--- config.mk ---
export PLATFORM = sky130hd
export DESIGN_NAME = msg_assembler_flat
export DESIGN_NICKNAME = d
export VERILOG_FILES = /design/src/rtl/msg_assembler_if.sv /design/src/rtl/msg_assembler.sv /design/src/flat_wrapper.sv
export SDC_FILE = /design/constraint.sdc
export NUM_CORES = 1
export LEC_CHECK = 0
export BUFFER_PORTS_ARGS = -buffer_cell sky130_fd_sc_hd__buf_2
export CORE_ASPECT_RATIO = 0.6
export CORE_MARGIN = 5
export CORE_UTILIZATION = 55
export DETAILED_ROUTE_END_ITERATION = 16
export PLACE_DENSITY = 0.77
export SLEW_MARGIN = 40
export SYNTH_ARGS = -nofsm -noshare
export SYNTH_HDL_FRONTEND = slang
export SYNTH_SLANG_ARGS = --single-unit
export TNS_END_PERCENT = 50
--- constraint.sdc ---
create_clock -name clk -period 8.6 [get_ports clk]
set_input_delay 1.72 -clock clk [delete_from_list [all_inputs] [get_ports clk]]
set_output_delay 1.72 -clock clk [all_outputs]
set_load 0.01 [all_outputs]
--- src/rtl/msg_assembler_if.sv ---
// Byte stream in / assembled frame out bus for msg_assembler.
// master drives received bytes and observes results; slave is the assembler.
interface msg_assembler_if;
    logic [7:0]   rx_data;
    logic         rx_valid;
    logic [167:0] msg;
    logic         msg_valid;
    logic         frame_err;
    logic [15:0]  err_count;

    modport master (
        output rx_data, rx_valid,
        input  msg, msg_valid, frame_err, err_count
    );

    modport slave (
        input  rx_data, rx_valid,
        output msg, msg_valid, frame_err, err_count
    );
endinterface

--- src/rtl/msg_assembler.sv ---
// Assembles 21-byte sync-framed messages from a byte stream, with idle timeout.
// Define MSG_CHECKSUM_EN to require byte 20 == XOR of bytes 0-19.
module msg_assembler #(
    parameter logic [7:0]  SYNC_BYTE      = 8'hA5,
    parameter int unsigned TIMEOUT_CYCLES = 1000
) (
    input logic            clk,
    input logic            rst,
    msg_assembler_if.slave bus
);

    localparam logic [4:0]  LAST_IDX   = 5'd20;
    localparam int unsigned IDLE_W     = (TIMEOUT_CYCLES > 1) ? $clog2(TIMEOUT_CYCLES) : 1;
    localparam bit          TIMEOUT_EN = (TIMEOUT_CYCLES != 0);
    localparam logic [IDLE_W-1:0] IDLE_LAST =
        IDLE_W'((TIMEOUT_CYCLES > 0) ? TIMEOUT_CYCLES - 1 : 0);

    typedef enum logic {
        HUNT,
        COLLECT
    } state_e;

    state_e            state_q, state_d;
    logic [4:0]        idx_q, idx_d;
    logic [IDLE_W-1:0] idle_q, idle_d;
    logic [167:0]      msg_q, msg_d;
    logic              msg_valid_q, msg_valid_d;
    logic              frame_err_q, frame_err_d;
    logic [15:0]       err_count_q, err_count_d;
    logic [159:0]      frame_q;
    logic              wr_en;
    logic              good_frame;
`ifdef MSG_CHECKSUM_EN
    logic [7:0]        csum_q;
`endif

    always_ff @(posedge clk or posedge rst) begin
        if (rst) begin
            state_q     <= HUNT;
            idx_q       <= '0;
            idle_q      <= '0;
            msg_q       <= '0;
            msg_valid_q <= 1'b0;
            frame_err_q <= 1'b0;
            err_count_q <= '0;
        end else begin
            state_q     <= state_d;
            idx_q       <= idx_d;
            idle_q      <= idle_d;
            msg_q       <= msg_d;
            msg_valid_q <= msg_valid_d;
            frame_err_q <= frame_err_d;
            err_count_q <= err_count_d;
        end
    end

    // NOTE: the partial-frame buffer has no reset; bytes 0-19 are always rewritten
    // before a frame can complete, so resetting it would only cost reset fanout.
    always_ff @(posedge clk) begin
        if (wr_en) begin
            for (int i = 0; i < int'(LAST_IDX); i++) begin
                if (idx_q == 5'(i)) frame_q[8*i +: 8] <= bus.rx_data;
            end
        end
    end

`ifdef MSG_CHECKSUM_EN
    // Running XOR restarts on the sync byte, so it equals XOR(bytes 0..idx-1).
    always_ff @(posedge clk) begin
        if (wr_en) csum_q <= (idx_q == '0) ? bus.rx_data : (csum_q ^ bus.rx_data);
    end
`endif

    // NOTE: combinational next-state uses blocking assignments, and every output
    // gets a default first so no path leaves a variable unassigned (no latches).
    always_comb begin
        state_d     = state_q;
        idx_d       = idx_q;
        idle_d      = idle_q;
        msg_d       = msg_q;
        msg_valid_d = 1'b0;
        frame_err_d = 1'b0;
        wr_en       = 1'b0;
`ifdef MSG_CHECKSUM_EN
        good_frame  = (bus.rx_data == csum_q);
`else
        good_frame  = 1'b1;
`endif

        case (state_q)
            HUNT: begin
                if (bus.rx_valid && bus.rx_data == SYNC_BYTE) begin
                    wr_en   = 1'b1;
                    idx_d   = 5'd1;
                    idle_d  = '0;
                    state_d = COLLECT;
                end
            end

            COLLECT: begin
                if (bus.rx_valid) begin
                    idle_d = '0;
                    if (idx_q == LAST_IDX) begin
                        state_d = HUNT;
                        idx_d   = '0;
                        if (good_frame) begin
                            msg_d       = {bus.rx_data, frame_q};
                            msg_valid_d = 1'b1;
                        end else begin
                            frame_err_d = 1'b1;
                        end
                    end else begin
                        wr_en = 1'b1;
                        idx_d = idx_q + 5'd1;
                    end
                end else if (TIMEOUT_EN) begin
                    // A byte in the would-be timeout cycle takes the branch above.
                    if (idle_q == IDLE_LAST) begin
                        state_d     = HUNT;
                        idx_d       = '0;
                        idle_d      = '0;
                        frame_err_d = 1'b1;
                    end else begin
                        idle_d = idle_q + 1'b1;
                    end
                end
            end

            default: begin
                state_d = HUNT;
                idx_d   = '0;
                idle_d  = '0;
            end
        endcase

        err_count_d = err_count_q;
        if (frame_err_d && err_count_q != 16'hFFFF) err_count_d = err_count_q + 16'd1;
    end

    assign bus.msg       = msg_q;
    assign bus.msg_valid = msg_valid_q;
    assign bus.frame_err = frame_err_q;
    assign bus.err_count = err_count_q;

    a_pulse_exclusive: assert property (@(posedge clk) disable iff (rst)
        !(msg_valid_q && frame_err_q));

    a_index_range: assert property (@(posedge clk) disable iff (rst)
        idx_q <= LAST_IDX);

endmodule

--- src/flat_wrapper.sv ---
// flat-port wrapper written by rule: the top's interface ports become plain ports
module msg_assembler_flat 
#(
    parameter logic [7:0]  SYNC_BYTE      = 8'hA5,
    parameter int unsigned TIMEOUT_CYCLES = 1000
)
  (clk, rst, bus_rx_data, bus_rx_valid, bus_msg, bus_msg_valid, bus_frame_err, bus_err_count);
  msg_assembler_if bus_i ();
  input logic clk;
  input logic rst;
  input wire logic [$bits(bus_i.rx_data)-1:0] bus_rx_data;
  input wire logic [$bits(bus_i.rx_valid)-1:0] bus_rx_valid;
  output wire logic [$bits(bus_i.msg)-1:0] bus_msg;
  output wire logic [$bits(bus_i.msg_valid)-1:0] bus_msg_valid;
  output wire logic [$bits(bus_i.frame_err)-1:0] bus_frame_err;
  output wire logic [$bits(bus_i.err_count)-1:0] bus_err_count;
  assign bus_i.rx_data = bus_rx_data;
  assign bus_i.rx_valid = bus_rx_valid;
  assign bus_msg = bus_i.msg;
  assign bus_msg_valid = bus_i.msg_valid;
  assign bus_frame_err = bus_i.frame_err;
  assign bus_err_count = bus_i.err_count;
  msg_assembler #(.SYNC_BYTE(SYNC_BYTE), .TIMEOUT_CYCLES(TIMEOUT_CYCLES)) u_core (.clk(clk), .rst(rst), .bus(bus_i));
endmodule
# After elaboration in Yosys (flattened, before gate mapping)
# Index checks and enable logic that the tools add are counted.
word_totals:
  ff_bits: 362
  inputBits: 11
  output_inout_bits: 186
  wordCells: 103
classes:
  add_sub_neg: 3
  n_eq_ne: 25
  mux: 22
  n_bitwise: 1
  n_reduce_logical: 25
op_table:
  columns: ["operator", "count"]
  rows:
  - ["2-bit AND reduction", 21]
  - ["5-bit by 4-bit == test with 1-bit output (second input constant)", 8]
  - ["10-bit 2-to-1 mux", 3]
  - ["5-bit == test (second input constant)", 5]
  - ["5-bit by 3-bit == test with 1-bit output (second input constant)", 4]
  - ["5-bit 2-to-1 mux", 4]
  - ["10-bit one-hot mux with 2 select lines", 1]
  - ["16-bit by 1-bit adder with 16-bit output (second input constant)", 1]
  - ["16-bit inequality test (second input constant)", 1]
  - ["1-bit 2-to-1 mux", 11]
  - ["10-bit by 1-bit adder with 10-bit output (second input constant)", 1]
  - ["10-bit == test (second input constant)", 1]
  - ["5-bit by 2-bit == test with 1-bit output (second input constant)", 2]
  - ["5-bit one-hot mux with 2 select lines", 1]
  - ["8-bit == test (second input constant)", 1]
  - ["5-bit by 1-bit adder with 5-bit output (second input constant)", 1]
  - ["5-bit by 1-bit == test with 1-bit output (second input constant)", 1]
  - ["5-bit logical NOT", 1]
  - ["1-bit one-hot mux with 2 select lines", 2]
  - ["3-bit inequality test (second input constant)", 1]
  - ["3-bit AND reduction", 1]
  - ["1-bit logical AND", 2]
  - ["2-bit by 1-bit inequality test with 1-bit output (second input constant)", 1]
  - ["1-bit NOT", 1]

# Logic depth before layout (Yosys ltp)
# Gate-level depths: netlist (run 1).
logic_depth:
  ltp_word: 5
  mapped_depth: 7
  depth_no_buf: 7

# Worst setup path before layout (run 1)
# No wires, ideal clock.
synth_timing:
  path_kind: "input-to-reg"
  start: "input port bus_rx_data[4]"
  end: "register u_core.frame_q[100], enable pin"
  setup_ps: 370
  t_arrival_ps: 2921
  required_time_ps: 8230
  setup_slack_ps: 5309
  stages: 5
  n_path_buf: 0
  path_cell_list: "nor4bb_1 nand4b_1 nand2_1 nand3_1 nor2_1"
synth_via:
  elab_chain_len: 5
synth_rtl:
  columns: ["item", "line_no", "rtl"]
  rows:
  - ["start: declaration", "flat_wrapper.sv:11", "input wire logic [$bits(bus_i.rx_data)-1:0] bus_rx_data;"]
  - ["8-bit == test", "msg_assembler.sv:92", "if (bus.rx_valid && bus.rx_data == SYNC_BYTE) begin"]
  - ["1-bit logical AND", "msg_assembler.sv:92", null]
  - ["1-bit 2-to-1 mux", "msg_assembler.sv:92", null]
  - ["1-bit one-hot mux with 2 select lines", "msg_assembler.sv:90", "case (state_q)"]
  - ["2-bit AND reduction (no source line)", null, null]
  - ["end signal: indexed assignment", "msg_assembler.sv:62", "if (idx_q == 5'(i)) frame_q[8*i +: 8] <= bus.rx_data;"]
  - ["end: declaration", "msg_assembler.sv:30", "logic [159:0] frame_q;"]
# No other way between the ends.
# A chain may end at the register's enable or synchronous reset.

# Worst setup path after layout (run 1)
layout_timing:
  start: "input port bus_rx_data[7]"
  end: "register u_core.frame_q[112], enable pin"
# Same word-level chain as after synthesis.

==> results.py, run 1 <==
metrics = {
    "sta": {
        "relSlewSlack_pct": 49.07,
        "fmax_mhz": 256.6,
        "fin_setup_tns_ps": 0,
        "final-hold-violation-count": 0,
        "maxSlewViolCount": 0,
        "rsz0062_at_grt": "no",
        "skew_ps": 14.55,
        "timing.final.crit_share_pct": 45.31,
        "setup_viol": 0,
        "final.min_clock_period_ps": 3897,
        "worst_pin_slew_ps": 761.2,
    },
    "final_layout": {
        "fill_cells": 1629,
        "syn_to_final_growth_pct": 17.99,
        "drive_gt1_share_pct": 44.80,
        "final_nets": 956,
    },
    "worst_setup_path": {
        "cp_num_buf_inv": 1,
        "required_ps": 8770,
        "cp.arrival_ps": 4070,
        "reg2reg_from": "u_core.idx_q[0]",
        "startpoint_type": "input pin",
        "cp_slowest_cell": "nor2_1",
        "worstSetupPathType": "in -> reg",
        "worstPathCellList": "buf_2, nor4bb_1, nand4b_1, nand2_1, nand3_1, nor2_1",
        "slowest_delay_ps": 690,
        "critPathMaxFanout": 22,
        "crit_start": "bus_rx_data[7]",
        "end_kind": "register",
        "crit_family": "simple AND/OR/NAND/NOR gates",
    },
    "pwr": {
        "totalPowerFinal_mw": 3.301,
        "p_leak_nw": 7.220,
        "p_per_area_nw_per_um2": 215.6,
        "irDropWorstVdd_mv": 0.1582,
    },
    "place": {
        "gp_congestion": 0.8334,
        "dpl.hpwl_um": 17950,
        "port_buffers": 196,
    },
    "worst_hold_path": {
        "min-delay-start": "u_core.frame_q[104]",
        "hold_class": "reg -> reg",
    },
    "drt": {
        "avgRoutedWirePerCell_um": 22.01,
        "drtIter0Drc": 526,
        "dr_wl_met3_um": 2169,
        "viasPerCell": 5.508,
        "ant_nets": 0,
        "drt_first_pass_iters": 5,
        "top_layer_used": "met4",
        "drc": 0,
        "met1Wirelength_um": 13190,
        "met2_wirelength_um": 12340,
        "vias": 7039,
        "totalWireLength_um": 28120,
    },
    "yosys": {
        "synth_top_area_share_pct": 38.96,
        "synth_top_cell_by_area": "dfrtp_1",
        "yosysUniqueCellTypes": 44,
        "ys_warn_count": 0,
        "ys_ff_latch": 362,
        "synth_edf_count": 160,
        "yosysMostFrequentCell": "dfrtp_1",
        "synthTopCellsByArea": "dfrtp_1 (39%), edfxtp_1 (37%), mux2_2 (15%)",
        "synthArstFlopShare_pct": 55.80,
        "netlist_area_sq_um": 12970,
        "syn_inst": 729,
        "synth_common_cells": "dfrtp_1 (202), mux2_2 (170), edfxtp_1 (160)",
        "synth_area_per_cell_sq_um": 17.80,
        "ys.flop_type": "dfrtp_1",
        "yosysSeqAreaShare_pct": 75.99,
        "syn_nets": 747,
    },
    "global_route": {
        "gr-total-overflow": 0,
        "grt_pass1_vias": 7087,
        "grt_max_degree": 131,
        "grt_pass1_wl_um": 43350,
        "grt_usage_pct": 20.83,
        "antenna_found_initial": 0,
    },
    "die": {
        "dieHeight_um": 129.0,
        "core.rowCount": 43,
        "design.core.area_sq_um": 23130,
        "die_x_um": 208.3,
        "dieArea_sq_um": 26860,
        "num_io_pins": 197,
        "start_util_pct": 56.08,
    },
    "clock_tree": {
        "h-tree-depth": 1,
        "cts_buffers": 30,
        "cts.sinks": 362,
        "ctsLongestPathBuffers": 3,
        "root_buffer": "clkbuf_16",
        "cts_tree": "yes",
        "postCtsSetupRepairBufs": 0,
        "postCtsHoldBufs": 0,
        "cts.clk_slew.worst_paths_ps": 70,
        "clk_latency_ps": 550,
        "post_cts_resized": 0,
    },
    "status": {
        "run_status": "complete, no violations",
    },
    "run": {
        "maxCapViolations": 0,
    },
}
-- per-layer routing --
| metal | up-vias | GRT usage, % |
|---|---|---|
| li1 | 3093 | - |
| met1 | 3675 | 32.70 |
| met2 | 230 | 30.42 |
| met3 | 41 | 5.190 |
| met4 | 0 | 3.628 |
| met5 | - | 0 |
-- state kept, by name (all words and copies together), names as in the netlist --
signal	flops
u_core.bus.frame_err	1
u_core.state_q	1
u_core.idx_q	5
u_core.frame_q	160
u_core.bus.err_count	16
u_core.idle_q	10
u_core.bus.msg	168
u_core.bus.msg_valid	1
-- final timing paths --
kind,endpoint,slack [ps],depth (start not counted)
max in group asynchronous,u_core.bus.msg[28],6210,3
min reg2reg,u_core.bus.msg[104],470,1
min,u_core.bus.msg[104],470,1
min in group asynchronous,u_core.bus.msg[114],1260,2
max reg2reg,u_core.bus.msg[148],5690,6
max,u_core.frame_q[112],4700,6
-- kinds of logic (layout without fill, tap and decap cells) --
| group | Yosys count | in the layout | synth area share [%] |
|---|---|---|---|
| AO/OA/AOI/OAI | 26 | 26 | 1.369 |
| XOR/XNOR | 16 | 16 | 1.080 |
| adder cells (fa/ha/maj) | 7 | 7 | 0.6750 |
| buffers and inverters | 30 | 263 | 1.109 |
| flip-flops | 362 | 362 | 75.99 |
| multiplexers | 170 | 170 | 14.75 |
| other | 0 | 1 | 0 |
| AND/OR/NAND/NOR | 118 | 118 | 5.024 |
-- metrics by stage --
stage	hold WS, ps	setup slack [ps]	utilization [%]	instance area, sq um	instances
2_1_floorplan	453.9	1369	-	12970	729
3_3_place_gp	455.2	4315	61.67	14270	1220
3_5_place_dp	461.2	4259	61.88	14320	1221
4_1_cts	478.2	4841	66.12	15300	1277
5_1_grt	484.8	4579	66.17	15310	1277
6_report	473.2	4703	66.18	15310	1278
-- report_power, final --
group          internal [mW]  switching [mW]
registers               1.82          0.0195
clock network          0.752           0.588
logic                 0.0280          0.0890
-- final cells by class --
cell class | instances | area, sq um | area share [%]
Multi-Input combinational cell | 337 | 2997 | 19.57
Timing Repair Buffer | 200 | 1039 | 6.783
Antenna cell | 1 | 2.502 | 0.01635
Inverter | 7 | 38.79 | 0.2534
Clock inverter | 11 | 80.08 | 0.5230
Sequential cell | 362 | 9859 | 64.40
Tap cell | 315 | 394.1 | 2.574
Clock buffer | 45 | 899.6 | 5.876
-- cells in the final DEF (no fill, tap or decap), types with 2 or more instances in the layout --
cell / Yosys / final
mux2_2: 170 / 170
edfxtp_1: 160 / 160
xnor2_1: 2 / 2
clkinv_1: 0 / 2
clkbuf_16: 0 / 32
nor3_1: 6 / 6
buf_6: 1 / 2
ha_1: 7 / 7
nor2_1: 36 / 34
nor2b_1: 2 / 2
o2bb2ai_1: 2 / 2
clkbuf_8: 0 / 5
inv_1: 7 / 6
and3_1: 3 / 3
clkbuf_1: 3 / 8
a22o_1: 3 / 3
nand2_1: 23 / 23
o31ai_1: 2 / 2
nand3_1: 17 / 17
nor4_2: 3 / 3
xor2_1: 14 / 14
dfrtp_1: 202 / 202
nand2b_1: 5 / 5
nand4_1: 6 / 6
nand4b_1: 2 / 2
nor2_2: 1 / 2
a21oi_1: 2 / 2
clkinv_2: 0 / 7
o21ai_0: 11 / 11
buf_2: 19 / 196
Note: power is estimated with default switching activity, not from simulation.
==> run 2: changes to the inputs <==
--- a/config.mk
+++ b/config.mk
@@ -5,6 +5,7 @@
 export SDC_FILE = /design/constraint.sdc
 export NUM_CORES = 1
 export LEC_CHECK = 0
+export ABC_AREA = 1
 export BUFFER_PORTS_ARGS = -buffer_cell sky130_fd_sc_hd__buf_2
 export CORE_ASPECT_RATIO = 0.6
 export CORE_MARGIN = 5
==> constraint.sdc (replaced) <==
create_clock -name clk -period 3.85 [get_ports clk]
set_input_delay 0.77 -clock clk [delete_from_list [all_inputs] [get_ports clk]]
set_output_delay 0.77 -clock clk [all_outputs]
set_load 0.01 [all_outputs]
==> results.py, run 2 <==
metrics = {
    "status": {
        "run_status": "complete, no violations",
    },
    "yosys": {
        "ys_warn_count": 0,
        "netlist_area_sq_um": 13530,
        "synth_common_cells": "nand2_1 (634), dfrtp_1 (202), edfxtp_1 (160)",
        "synth_xor_area_share_pct": 0.5826,
        "ys.flop_type": "dfrtp_1",
        "yosysUniqueCellTypes": 25,
        "synth_top_area_share_pct": 37.36,
        "synth-simple-area-share_pct": 21.93,
        "synth_area_per_cell_sq_um": 10.89,
        "syn_inst": 1242,
        "synthArstFlopShare_pct": 55.80,
        "synth_top_family_by_area": "simple AND/OR/NAND/NOR gates",
        "synth-adder-area-share_pct": 0.6473,
        "yosysMostFrequentCell": "nand2_1",
        "synth_top_cell_by_area": "dfrtp_1",
        "syn_nets": 1260,
        "yosysSeqAreaShare_pct": 72.87,
        "synthTopCellsByArea": "dfrtp_1 (37%), edfxtp_1 (36%), nand2_1 (18%)",
        "ys_ff_latch": 362,
        "synth_compound_area_share_pct": 0.5178,
        "synth_mux_area_share_pct": 0,
        "synth_edf_count": 160,
    },
    "final_layout": {
        "drive_gt1_share_pct": 18.11,
        "multiInputGateArea_sq_um": 3204,
        "syn_to_final_growth_pct": 16.60,
        "final_common_cell": "nand2_1",
        "final_cells": 1796,
        "fill_cells": 1870,
        "final_nets": 1467,
        "largest_reg_flops": 168,
        "final_util_pct": 65.13,
        "seq_area_sq_um": 9859,
        "design_area_sq_um": 15780,
        "layout_common_cells": "nand2_1 (634), dfrtp_1 (202), buf_2 (196)",
        "n_antenna_cell": 0,
    },
    "pwr": {
        "p_clk_share_pct": 37.3,
        "switchingPower_mw": 1.903,
        "totalPowerFinal_mw": 7.838,
        "comb_power_share_pct": 7.4,
        "cellInternalPower_mw": 5.935,
        "irDropWorstVdd_mv": 0.3291,
        "pwr-share-seq_pct": 55.3,
        "swShare_pct": 24.28,
        "p_per_area_nw_per_um2": 496.8,
        "p_leak_nw": 8.054,
    },
    "clock_tree": {
        "cts.sinks": 362,
        "cts.clk_slew.worst_paths_ps": 70,
        "ctsLongestPathBuffers": 3,
        "cts_tree": "yes",
        "cts_buffers": 31,
        "postCtsHoldBufs": 0,
        "post_cts_resized": 0,
        "root_buffer": "clkbuf_16",
        "h-tree-depth": 1,
        "postCtsSetupRepairBufs": 0,
        "clk_latency_ps": 580,
    },
    "die": {
        "core.rowCount": 44,
        "dieHeight_um": 131.5,
        "design.core.area_sq_um": 24220,
        "num_io_pins": 197,
        "start_util_pct": 55.86,
        "die_x_um": 212.5,
        "dieArea_sq_um": 27940,
    },
    "worst_setup_path": {
        "cp_slowest_cell": "nor2_1",
        "startpoint_type": "input pin",
        "reg2reg_from": "u_core.idx_q[0]",
        "crit_family": "simple AND/OR/NAND/NOR gates",
        "rr_endpoint": "u_core.frame_q[21]",
        "cpMostUsedCell": "nand2_1",
        "end_kind": "register",
        "required_ps": 4050,
        "r2r_cells": 8,
        "cp.arrival_ps": 3300,
        "cp_num_buf_inv": 3,
        "worstPathCellList": "buf_2, inv_1, nor3_1, nand3_1, nand2_1, nand2_1, buf_4, nor2_1",
        "critPathMaxFanout": 15,
        "worstSetupPathType": "in -> reg",
        "slowest_delay_ps": 530,
        "regToRegSetupSlack_ps": 920,
    },
    "global_route": {
        "grt_pass1_vias": 8965,
        "grt_pass1_wl_um": 50540,
        "grt_usage_pct": 22.88,
        "grt_max_degree": 171,
        "gr-total-overflow": 0,
        "antenna_found_initial": 0,
    },
    "drt": {
        "drtIter0Drc": 955,
        "viasPerCell": 5.195,
        "met2_wirelength_um": 13990,
        "top_layer_used": "met4",
        "dr_wl_met3_um": 2801,
        "drt_first_pass_iters": 6,
        "avgRoutedWirePerCell_um": 17.91,
        "drc": 0,
        "totalWireLength_um": 32170,
        "ant_nets": 0,
        "vias": 9331,
        "met1Wirelength_um": 14770,
    },
    "sta": {
        "timing.final.crit_share_pct": 80.61,
        "rsz0062_at_grt": "no",
        "maxSlewViolCount": 0,
        "fin_setup_tns_ps": 0,
        "relSlewSlack_pct": 47.42,
        "skew_ps": 19.11,
        "postLayoutSetupSlackWorst_ps": 746.3,
        "final.min_clock_period_ps": 3104,
        "fmax_mhz": 322.2,
        "final-hold-violation-count": 0,
        "setup_viol": 0,
        "worst_pin_slew_ps": 786.8,
        "hold_ws_ps": 93.29,
    },
    "place": {
        "place_inst": 1738,
        "place_ws_ps": 171.6,
        "postPlaceCellArea_sq_um": 14840,
        "dpl.hpwl_um": 20230,
        "gp_congestion": 0.9035,
        "port_buffers": 196,
    },
    "worst_hold_path": {
        "hold_class": "in -> async",
    },
    "run": {
        "maxCapViolations": 0,
    },
}
-- run 2: area by class of cell --
type | instances | area share, %
Sequential cell | 362 | 62.49
Multi-Input combinational cell | 787 | 20.31
Timing Repair Buffer | 215 | 7.439
Clock buffer | 48 | 5.575
Tap cell | 322 | 2.554
Inverter | 52 | 1.277
Clock inverter | 10 | 0.3490
-- run 2: logic make-up after synthesis --
group | count (synthesis)
and+or+nand+nor | 758
DFF | 362
buffers and inverters | 93
AOI/OAI and AO/OA | 13
xor gates and xnor gates | 9
adders and majority gates | 7
-- run 2: power groups by stage --
stage	combinational (mW)	clock [mW]	sequential, mW
floorplan	0.356	0	4.38
global placement	0.565	0	4.41
detailed placement	0.575	0	4.41
CTS	0.580	2.97	4.33
global route	0.649	3.14	4.35
finish	0.581	2.92	4.34
-- run 2: worst max-delay path by stage --
stage	from	end	slack, ps	cells past startpoint
finish	bus_rx_valid	u_core.frame_q[21]	750	8
detailed placement	bus_rx_valid	u_core.frame_q[21]	170	8
floorplan	rst	u_core.bus.err_count[0]	460	1
global placement	bus_rx_valid	u_core.frame_q[16]	260	8
global route	bus_rx_valid	u_core.frame_q[18]	570	8
CTS	bus_rx_valid	u_core.frame_q[21]	760	8
-- run 2: routing by layer --
metal	GRT usage, %	up-vias
li1	-	4365
met1	36.35	4527
met2	33.03	387
met3	5.026	52
met4	4.618	0
met5	0	-
==> run 3: changes to the inputs <==
--- a/config.mk
+++ b/config.mk
@@ -9,9 +9,9 @@
 export BUFFER_PORTS_ARGS = -buffer_cell sky130_fd_sc_hd__buf_2
 export CORE_ASPECT_RATIO = 0.6
 export CORE_MARGIN = 5
-export CORE_UTILIZATION = 55
+export CORE_UTILIZATION = 51
 export DETAILED_ROUTE_END_ITERATION = 16
-export PLACE_DENSITY = 0.77
+export PLACE_DENSITY = 0.75
 export SLEW_MARGIN = 40
 export SYNTH_ARGS = -nofsm -noshare
 export SYNTH_HDL_FRONTEND = slang
==> constraint.sdc (replaced) <==
create_clock -name clk -period 2.65 [get_ports clk]
set_input_delay 0.53 -clock clk [delete_from_list [all_inputs] [get_ports clk]]
set_output_delay 0.53 -clock clk [all_outputs]
set_load 0.01 [all_outputs]
==> results.py, run 3 (synthesis gave the netlist of run 2 again) <==
metrics = {
    "pwr": {
        "switchingPower_mw": 2.796,
        "pwr-share-seq_pct": 54.7,
        "comb_power_share_pct": 8.0,
        "irDropWorstVdd_mv": 0.4665,
        "p_clk_share_pct": 37.3,
        "swShare_pct": 24.30,
        "p_leak_nw": 8.165,
        "cellInternalPower_mw": 8.710,
        "p_per_area_nw_per_um2": 718.6,
    },
    "final_layout": {
        "drive_gt1_share_pct": 19.16,
        "largest_reg_flops": 168,
        "final_common_cell": "nand2_1",
        "final_nets": 1487,
        "fill_cells": 2164,
        "syn_to_final_growth_pct": 18.33,
        "layout_common_cells": "nand2_1 (634), dfrtp_1 (202), buf_2 (196)",
        "n_antenna_cell": 0,
    },
    "worst_setup_path": {
        "reg2reg_from": "u_core.idle_q[0]",
        "worstSetupPathType": "reg -> reg",
        "cp.arrival_ps": 2640,
        "critPathMaxFanout": 13,
        "required_ps": 3100,
        "regToRegSetupSlack_ps": 470,
        "end_kind": "register",
        "startpoint_type": "register",
        "r2r_cells": 8,
        "rr_endpoint": "u_core.bus.err_count[5]",
    },
    "clock_tree": {
        "cts.sinks": 362,
        "post_cts_resized": 0,
        "h-tree-depth": 1,
        "cts_buffers": 31,
        "cts.clk_slew.worst_paths_ps": 70,
        "ctsLongestPathBuffers": 3,
        "clk_latency_ps": 570,
        "cts_tree": "yes",
        "root_buffer": "clkbuf_16",
        "postCtsSetupRepairBufs": 0,
    },
    "sta": {
        "worst_pin_slew_ps": 865.4,
        "final.min_clock_period_ps": 2185,
        "timing.final.crit_share_pct": 82.44,
        "setup_viol": 0,
        "rsz0062_at_grt": "no",
        "maxSlewViolCount": 0,
        "postLayoutSetupSlackWorst_ps": 465.3,
        "final-hold-violation-count": 0,
        "skew_ps": 14.71,
        "fin_setup_tns_ps": 0,
        "fmax_mhz": 457.7,
        "relSlewSlack_pct": 42.31,
    },
    "place": {
        "dpl.hpwl_um": 21170,
        "port_buffers": 196,
        "gp_congestion": 0.9292,
        "place_ws_ps": 393.4,
    },
    "die": {
        "start_util_pct": 51.44,
        "design.core.area_sq_um": 26300,
        "dieArea_sq_um": 29990,
        "core.rowCount": 46,
        "die_x_um": 220.3,
        "dieHeight_um": 136.2,
        "num_io_pins": 197,
    },
    "drt": {
        "avgRoutedWirePerCell_um": 17.80,
        "ant_nets": 0,
        "drtIter0Drc": 983,
        "viasPerCell": 5.060,
        "totalWireLength_um": 32990,
        "drt_first_pass_iters": 5,
        "drc": 0,
        "vias": 9377,
    },
    "worst_hold_path": {
        "hold_class": "in -> reg",
        "min-delay-start": "bus_rx_data[5]",
        "whs_path_depth": 3,
        "min_to": "u_core.bus.msg[165]",
    },
    "global_route": {
        "grt_pass1_vias": 9101,
        "gr-total-overflow": 0,
        "grt_max_degree": 171,
        "grt_usage_pct": 22.15,
        "grt_pass1_wl_um": 51380,
        "antenna_found_initial": 0,
    },
    "run": {
        "maxCapViolations": 0,
    },
    "status": {
        "run_status": "complete, no violations",
    },
}
==> run 3: changes by cell type in the layout (fill, tap and decap cells not counted), moves of 2 or more <==
cell,previous run,this run
clkbuf_1,13,10
clkinv_1,0,2
buf_12,4,6
clkbuf_8,4,2
buf_4,15,32
==> run 3: through the flow <==
step	std cells	cell area [sq um]	utilization [%]	hold slack (ps)	power, mW
after detailed placement	1795	15060	57.24	424.9	7.314
after floorplan	1242	13530	-	418.4	6.881
final	1853	16010	60.87	279.3	11.51
after global routing	1853	16010	60.87	306.8	11.98
after CTS	1853	16010	60.87	264.4	11.58
after global placement	1795	15060	57.24	422.6	7.307
==> run 3: power by group through the flow <==
stage | sequential, mW | combinational, mW | clock [mW]
floorplan | 6.36 | 0.517 | 0
global route | 6.31 | 1.03 | 4.63
global placement | 6.40 | 0.912 | 0
finish | 6.29 | 0.923 | 4.29
detailed placement | 6.40 | 0.918 | 0
CTS | 6.29 | 0.923 | 4.37
==> run 3: what timing repair did <==
item / CTS / global route
endpoints found under the hold margin: 13 / 0
endpoints found under the setup margin: 0 / 0
hold buffers: 1 / 0
==> run 3: worst max-delay path: stages, from the launching register on <==
cell and delay (ps):
dfrtp_1 410, ha_1 300, nand3_1 140, inv_1 70, nand3_1 110, nor2_1 260, nand3_1 500, nand2_1 210
nand2_1 80
==> run 3: layout make-up <==
class                           count  area, sq um  area share (%)
Sequential cell                   362         9859           61.58
Multi-Input combinational cell    787         3204           20.01
Timing Repair Buffer              235         1351           8.440
Clock buffer                       43        840.8           5.252
Tap cell                          360        450.4           2.813
Inverter                           52        201.4           1.258
Clock inverter                     14        102.6          0.6408
==> run 3: per-layer routing <==
layer	wire length, um	up-vias	GRT usage (%)
met5	0	-	0
met4	628	0	4.607
met3	2894	45	5.431
met2	14020	373	31.57
met1	15450	4559	34.87
li1	-	4400	-
==> run 3: worst max-delay path by stage <==
stage | startpoint | end | slack, ps
final | u_core.idle_q[0] | u_core.bus.err_count[5] | 470
after CTS | u_core.idx_q[0] | u_core.bus.msg[33] | 530
after global placement | bus_rx_valid | u_core.frame_q[107] | 530
after detailed placement | bus_rx_valid | u_core.frame_q[67] | 390
after global routing | u_core.idle_q[0] | u_core.bus.err_count[5] | 220
after floorplan | rst | u_core.bus.err_count[0] | -500
